### src/rtl/cache_fill_fsm_pkg.sv
// Shared constants and types for the cache miss fill engine.
// Address fields: [15:11] tag, [10:4] index, [3:1] word, [0] byte.
package cache_pkg;

  localparam int ADDR_W        = 16;
  localparam int DATA_W        = 16;
  localparam int NUM_BLOCKS    = 128;
  localparam int WORDS_PER_BLK = 8;

  localparam int INDEX_W = 7;
  localparam int WORD_W  = 3;
  localparam int TAG_W   = 5;

  localparam int TAG_LSB   = 11;
  localparam int TAG_MSB   = 15;
  localparam int INDEX_LSB = 4;
  localparam int INDEX_MSB = 10;
  localparam int WORD_LSB  = 1;
  localparam int WORD_MSB  = 3;

  typedef enum logic {
    IDLE,
    FILL
  } fill_state_t;

endpackage

### src/rtl/cache_fill_fsm_if.sv
// Miss request, memory read channel and data/tag array write bus.
// The fsm modport is the fill engine; env is the surrounding cache/memory.
interface cache_fill_fsm_if;
  import cache_pkg::*;

  logic                  miss_detected;
  logic [ADDR_W-1:0]     miss_address;
  logic [DATA_W-1:0]     memory_data;
  logic                  memory_data_valid;
  logic                  fsm_busy;
  logic                  memory_read;
  logic [ADDR_W-1:0]     memory_address;
  logic                  write_data_array;
  logic [NUM_BLOCKS-1:0] block_enable;
  logic [WORDS_PER_BLK-1:0] word_enable;
  logic [DATA_W-1:0]     data_out;
  logic                  write_tag_array;
  logic [TAG_W-1:0]      tag_out;

  modport fsm (
    input  miss_detected,
    input  miss_address,
    input  memory_data,
    input  memory_data_valid,
    output fsm_busy,
    output memory_read,
    output memory_address,
    output write_data_array,
    output block_enable,
    output word_enable,
    output data_out,
    output write_tag_array,
    output tag_out
  );

  modport env (
    output miss_detected,
    output miss_address,
    output memory_data,
    output memory_data_valid,
    input  fsm_busy,
    input  memory_read,
    input  memory_address,
    input  write_data_array,
    input  block_enable,
    input  word_enable,
    input  data_out,
    input  write_tag_array,
    input  tag_out
  );

endinterface

### src/rtl/cache_fill_fsm_decoder.sv
// Binary to one-hot decoder; output is all-zero when en is low.
module onehot_decoder #(
  parameter int N = 3
) (
  input  logic              en,
  input  logic [N-1:0]      bin,
  output logic [(1<<N)-1:0] onehot
);

  always_comb begin
    onehot = '0;
    if (en) onehot[bin] = 1'b1;
  end

endmodule

### src/rtl/cache_fill_fsm.sv
// Block fill engine: issues 8 word reads per miss and writes each
// returned beat into the data array, tagging the set on the last beat.
module cache_fill_fsm (
  input  logic         clk,
  input  logic         rst,
  cache_fill_fsm_if.fsm bus
);
  import cache_pkg::*;

  fill_state_t        state_q, state_d;
  logic [15:4]        base_addr_q, base_addr_d;
  logic [3:0]         issue_cnt_q, issue_cnt_d;
  logic [2:0]         recv_cnt_q, recv_cnt_d;

  logic               busy;
  logic               rd;
  logic [ADDR_W-1:0]  rd_addr;
  logic               wr_en;
  logic               tag_wr;

  always_ff @(posedge clk) begin
    if (rst) begin
      state_q     <= IDLE;
      base_addr_q <= '0;
      issue_cnt_q <= '0;
      recv_cnt_q  <= '0;
    end else begin
      state_q     <= state_d;
      base_addr_q <= base_addr_d;
      issue_cnt_q <= issue_cnt_d;
      recv_cnt_q  <= recv_cnt_d;
    end
  end

  // Outputs are held quiet during reset so a mid-fill reset never strobes.
  always_comb begin
    state_d     = state_q;
    base_addr_d = base_addr_q;
    issue_cnt_d = issue_cnt_q;
    recv_cnt_d  = recv_cnt_q;
    busy        = 1'b0;
    rd          = 1'b0;
    rd_addr     = '0;
    wr_en       = 1'b0;
    tag_wr      = 1'b0;
    if (!rst) begin
      unique case (state_q)
        IDLE: begin
          if (bus.miss_detected) begin
            state_d     = FILL;
            base_addr_d = bus.miss_address[15:4];
            issue_cnt_d = '0;
            recv_cnt_d  = '0;
          end
        end
        FILL: begin
          busy = 1'b1;
          if (issue_cnt_q < 4'd8) begin
            rd          = 1'b1;
            rd_addr     = {base_addr_q, issue_cnt_q[2:0], 1'b0};
            issue_cnt_d = issue_cnt_q + 4'd1;
          end
          if (bus.memory_data_valid) begin
            wr_en      = 1'b1;
            recv_cnt_d = recv_cnt_q + 3'd1;
            if (recv_cnt_q == 3'd7) begin
              tag_wr  = 1'b1;
              state_d = IDLE;
            end
          end
        end
        default: state_d = IDLE;
      endcase
    end
  end

  onehot_decoder #(.N(INDEX_W)) u_blk_dec (
    .en     (wr_en),
    .bin    (base_addr_q[INDEX_MSB:INDEX_LSB]),
    .onehot (bus.block_enable)
  );

  onehot_decoder #(.N(WORD_W)) u_word_dec (
    .en     (wr_en),
    .bin    (recv_cnt_q),
    .onehot (bus.word_enable)
  );

  assign bus.fsm_busy         = busy;
  assign bus.memory_read      = rd;
  assign bus.memory_address   = rd_addr;
  assign bus.write_data_array = wr_en;
  assign bus.data_out         = bus.memory_data;
  assign bus.write_tag_array  = tag_wr;
  assign bus.tag_out          = base_addr_q[TAG_MSB:TAG_LSB];

endmodule
### src/flat_wrapper.sv
// flat-port wrapper written by rule: the top's interface ports become plain ports
module cache_fill_fsm_flat import cache_pkg::*;
  (clk, rst, bus_miss_detected, bus_miss_address, bus_memory_data, bus_memory_data_valid, bus_fsm_busy, bus_memory_read, bus_memory_address, bus_write_data_array, bus_block_enable, bus_word_enable, bus_data_out, bus_write_tag_array, bus_tag_out);
  cache_fill_fsm_if bus_i ();
  input  logic clk;
  input  logic rst;
  input wire logic [$bits(bus_i.miss_detected)-1:0] bus_miss_detected;
  input wire logic [$bits(bus_i.miss_address)-1:0] bus_miss_address;
  input wire logic [$bits(bus_i.memory_data)-1:0] bus_memory_data;
  input wire logic [$bits(bus_i.memory_data_valid)-1:0] bus_memory_data_valid;
  output wire logic [$bits(bus_i.fsm_busy)-1:0] bus_fsm_busy;
  output wire logic [$bits(bus_i.memory_read)-1:0] bus_memory_read;
  output wire logic [$bits(bus_i.memory_address)-1:0] bus_memory_address;
  output wire logic [$bits(bus_i.write_data_array)-1:0] bus_write_data_array;
  output wire logic [$bits(bus_i.block_enable)-1:0] bus_block_enable;
  output wire logic [$bits(bus_i.word_enable)-1:0] bus_word_enable;
  output wire logic [$bits(bus_i.data_out)-1:0] bus_data_out;
  output wire logic [$bits(bus_i.write_tag_array)-1:0] bus_write_tag_array;
  output wire logic [$bits(bus_i.tag_out)-1:0] bus_tag_out;
  assign bus_i.miss_detected = bus_miss_detected;
  assign bus_i.miss_address = bus_miss_address;
  assign bus_i.memory_data = bus_memory_data;
  assign bus_i.memory_data_valid = bus_memory_data_valid;
  assign bus_fsm_busy = bus_i.fsm_busy;
  assign bus_memory_read = bus_i.memory_read;
  assign bus_memory_address = bus_i.memory_address;
  assign bus_write_data_array = bus_i.write_data_array;
  assign bus_block_enable = bus_i.block_enable;
  assign bus_word_enable = bus_i.word_enable;
  assign bus_data_out = bus_i.data_out;
  assign bus_write_tag_array = bus_i.write_tag_array;
  assign bus_tag_out = bus_i.tag_out;
  cache_fill_fsm u_core (.clk(clk), .rst(rst), .bus(bus_i));
endmodule
### config.mk
export PLATFORM = sky130hd
export DESIGN_NAME = cache_fill_fsm_flat
export DESIGN_NICKNAME = d
export VERILOG_FILES = /design/src/rtl/cache_fill_fsm_pkg.sv /design/src/rtl/cache_fill_fsm_if.sv /design/src/rtl/cache_fill_fsm_decoder.sv /design/src/rtl/cache_fill_fsm.sv /design/src/flat_wrapper.sv
export SDC_FILE = /design/constraint.sdc
export NUM_CORES = 1
export LEC_CHECK = 0
export CAP_MARGIN = 20
export CELL_PAD_IN_SITES_DETAIL_PLACEMENT = 0
export CELL_PAD_IN_SITES_GLOBAL_PLACEMENT = 1
export CORE_ASPECT_RATIO = 0.8
export CORE_MARGIN = 1.5
export CORE_UTILIZATION = 18
export CTS_CLUSTER_DIAMETER = 120
export DETAILED_ROUTE_END_ITERATION = 16
export PLACE_DENSITY = 0.86
export RECOVER_POWER = 100
export SLEW_MARGIN = 10
export SYNTH_ARGS = -nofsm -noshare
export SYNTH_HDL_FRONTEND = slang
export SYNTH_SLANG_ARGS = --single-unit
### constraint.sdc
create_clock -name clk -period 2.5 [get_ports clk]
set_input_delay 0.5 -clock clk [delete_from_list [all_inputs] [get_ports clk]]
set_output_delay 0.5 -clock clk [all_outputs]
set_load 0.1 [all_outputs]
==> flow_summary.json <==
{
  "status": "finished with violations",
  "violations": "negative setup slack",
  "p_seq_share_pct": 33.7,
  "ant_nets": 0,
  "syn_area_mm2": 0.001946,
  "cp_slowest_stage_delay_ns": 0.53,
  "crit_type": "flip-flop to output pin",
  "min_path_type": "flip-flop to flip-flop",
  "cp-end-kind": "output pin",
  "die_x_um": 119.2,
  "cts_buffers": 3,
  "slew_headroom_pct": 19.39,
  "final_common_cell": "buf_12",
  "ys_seq_area_share_pct": 20.58,
  "grt_setup_unrepaired": "true",
  "fmax_mhz": 387.6,
  "via_per_inst": 4.543,
  "finalCritPeriodShare_pct": 103.2,
  "postSynthAreaPerCell_um2": 5.932,
  "clkTransAtPathRegs_ns": 0.06,
  "crit_path_max_fanout": 8,
  "fin_nets": 541,
  "area_delta_synth_final_pct": 208.6,
  "path_buf_inv": 1,
  "cp_top_family": "simple AND/OR/NAND/NOR gates",
  "synth_top_area_share_pct": 26.43,
  "diodes": 0,
  "hold_viol_final": 0,
  "pwr-share-clk_pct": 34.4,
  "layout_common_cells": "buf_12, nor2_4, buf_6",
  "drt_wl_total_um": 11560,
  "intPower_uw": 676.3,
  "initial_core_util_pct": 18.77,
  "port_buffers": 175,
  "grt_pass1_wl_um": 17640,
  "yosys_warnings": 0,
  "htree_levels": 1,
  "cts_buffer_depth": 2,
  "critPathLaunchType": "flip-flop",
  "gp_congestion": 0.7281,
  "fill_cells": 888,
  "ir_drop_uv": 219.5,
  "synth.distinct_cells": 30,
  "grt_max_degree": 23,
  "crit_chain": "nor2b_1 > nand2_1 > nor2_4 > buf_12",
  "synthCells": 328,
  "min_period_ns": 2.580,
  "grt_pass1_vias": 2984,
  "wl_per_cell_um": 18.03,
  "combPwrFrac_pct": 31.9,
  "required_ns": 2.00,
  "p_sw_share_pct": 35.63,
  "drive_gt1_share_pct": 67.07,
  "post-route-util_pct": 57.94,
  "dr.first_iter.drc_count": 68,
  "syn-num-nets": 367,
  "post-place-cells": 631,
  "pre_cts_ws_ns": -0.09245,
  "dieArea_mm2": 0.01145,
  "clock-sinks": 20,
  "power_density_mw_per_mm2": 175.0,
  "ctsRootBufferMaster": "clkbuf_16",
  "switchingPower_uw": 374.4,
  "antenna_found_initial": 0,
  "core_mm2": 0.01036,
  "synth_seq_cells": 20,
  "insertion_delay_ns": 0.25,
  "setup_slack_ns": -0.08003,
  "rows": 33,
  "p_leak_nw": 2.039,
  "regArea_um2": 400.4,
  "cts_tree": "done",
  "hold-worst-slack_ns": 0.4648,
  "yosys.area.top_type": "nor2_1",
  "dp.final_hpwl_um": 8837,
  "drc": 0,
  "grt_overflow": 0,
  "max_cap_violations": 0,
  "first_pass_iters": 4,
  "fin_skew_ns": 0.002656,
  "worst_path_max_delay_cell": "nand2_1",
  "setup_viol": 10,
  "grt_use_total_pct": 19.74,
  "fin_cells": 641,
  "num_vias": 2912,
  "synthTopCellsByArea": "nor2_1, dfxtp_1, buf_4, nand2_1, and2_1",
  "multi_input_area_mm2": 0.002122,
  "ios": 213,
  "worst_ep_arrival_time_ns": 2.08,
  "die_h_um": 95.99,
  "tightest_slew_ns": 1.214,
  "finalMaxSlewViolations": 0
}
[through the flow]
stage | power (mW) | setup TNS, ns | area [um2]
after CTS | 1.077 | -0.01256 | 6766
after global routing | 1.095 | -3.108 | 6005
final | 1.051 | -0.4714 | 6005
after global placement | 0.6777 | -3.265 | 6218
after detailed placement | 0.6841 | -4.871 | 6218
after floorplan | 0.6966 | -4.597 | 2673
[power by group through the flow]
| stage | Sequential [mW] | Combinational, mW | Clock [mW] |
|---|---|---|---|
| after floorplan | 0.352 | 0.345 | 0 |
| after global placement | 0.359 | 0.318 | 0 |
| after detailed placement | 0.360 | 0.324 | 0 |
| after CTS | 0.354 | 0.355 | 0.368 |
| after global routing | 0.357 | 0.353 | 0.385 |
| final | 0.354 | 0.335 | 0.361 |
[synth_stat cells]
cell and n:
nor4_1 1, nor2b_1 6, clkbuf_1 6, nand3b_1 4, nor3b_2 1, a32oi_1 2
nand2b_1 5, buf_6 4, a311oi_1 1, nand2_1 43, or3b_2 2, o21ai_0 2
conb_1 1, nand3_1 9, ha_1 3, inv_1 1, a21oi_1 15, nand3_4 3
mux2i_1 1, buf_2 9, nor2_1 137, nand4_1 2, a31oi_1 1, nor3_1 5
and2b_1 2, a41oi_1 1, buf_4 22, and2_1 18, and4bb_2 1, dfxtp_1 20
[final timing paths]
path,slack [ns],end,startpoint,cells past startpoint
worst max-delay path,-0.08,bus_block_enable[65],u_core.base_addr_q[10],4
worst min-delay path,0.46,u_core.base_addr_q[13],u_core.base_addr_q[13],2
worst max register to register,1.07,u_core.base_addr_q[10],u_core.state_q,5
worst min register to register,0.46,u_core.base_addr_q[13],u_core.base_addr_q[13],2
[metal layers]
metal | GRT usage [%] | share of wire [%] | up-vias
met5 | 0 | 0 | -
met4 | 3.414 | 1.2 | 0
met3 | 5.036 | 6.5 | 14
met2 | 36.85 | 52 | 100
met1 | 23.28 | 40 | 1422
li1 | - | - | 1376
[state kept, by name (all words and copies together), names as in the netlist]
name	count
u_core.base_addr_q	12
u_core.issue_cnt_q	4
u_core.recv_cnt_q	3
u_core.state_q	1
[final cells by class]
cell class | count | area share [%]
Timing Repair Buffer | 210 | 53.53
Tap cell | 140 | 2.917
Sequential cell | 20 | 6.668
Clock buffer | 4 | 1.479
Inverter | 1 | 0.06251
Multi-Input combinational cell | 266 | 35.34
[worst register-to-register path, delay by kind of cell, from the launching register on]
kind	cells	cell delay [ns]
DFF	1	0.32
AOI/OAI and AO/OA	1	0.15
buffers and inverters	2	0.65
and+or+nand+nor	2	0.24
[cells by family after synthesis]
kind of cell | Yosys count | share of synthesized area [%]
mux | 1 | 0.5145
fa+ha+maj | 3 | 1.929
buf+inv | 42 | 14.47
other cells | 1 | 0.1927
simple gates | 239 | 55.82
flops | 20 | 20.58
compound gates | 22 | 6.496
[repair_timing]
action	in CTS	in global routing
hold buffers	0	0
cloned	4	0
setup buffers	2	0
pin swaps	4	0
endpoints found under the setup margin	112	36
gates resized for setup	81	1
(Power assumes the default switching activity.)
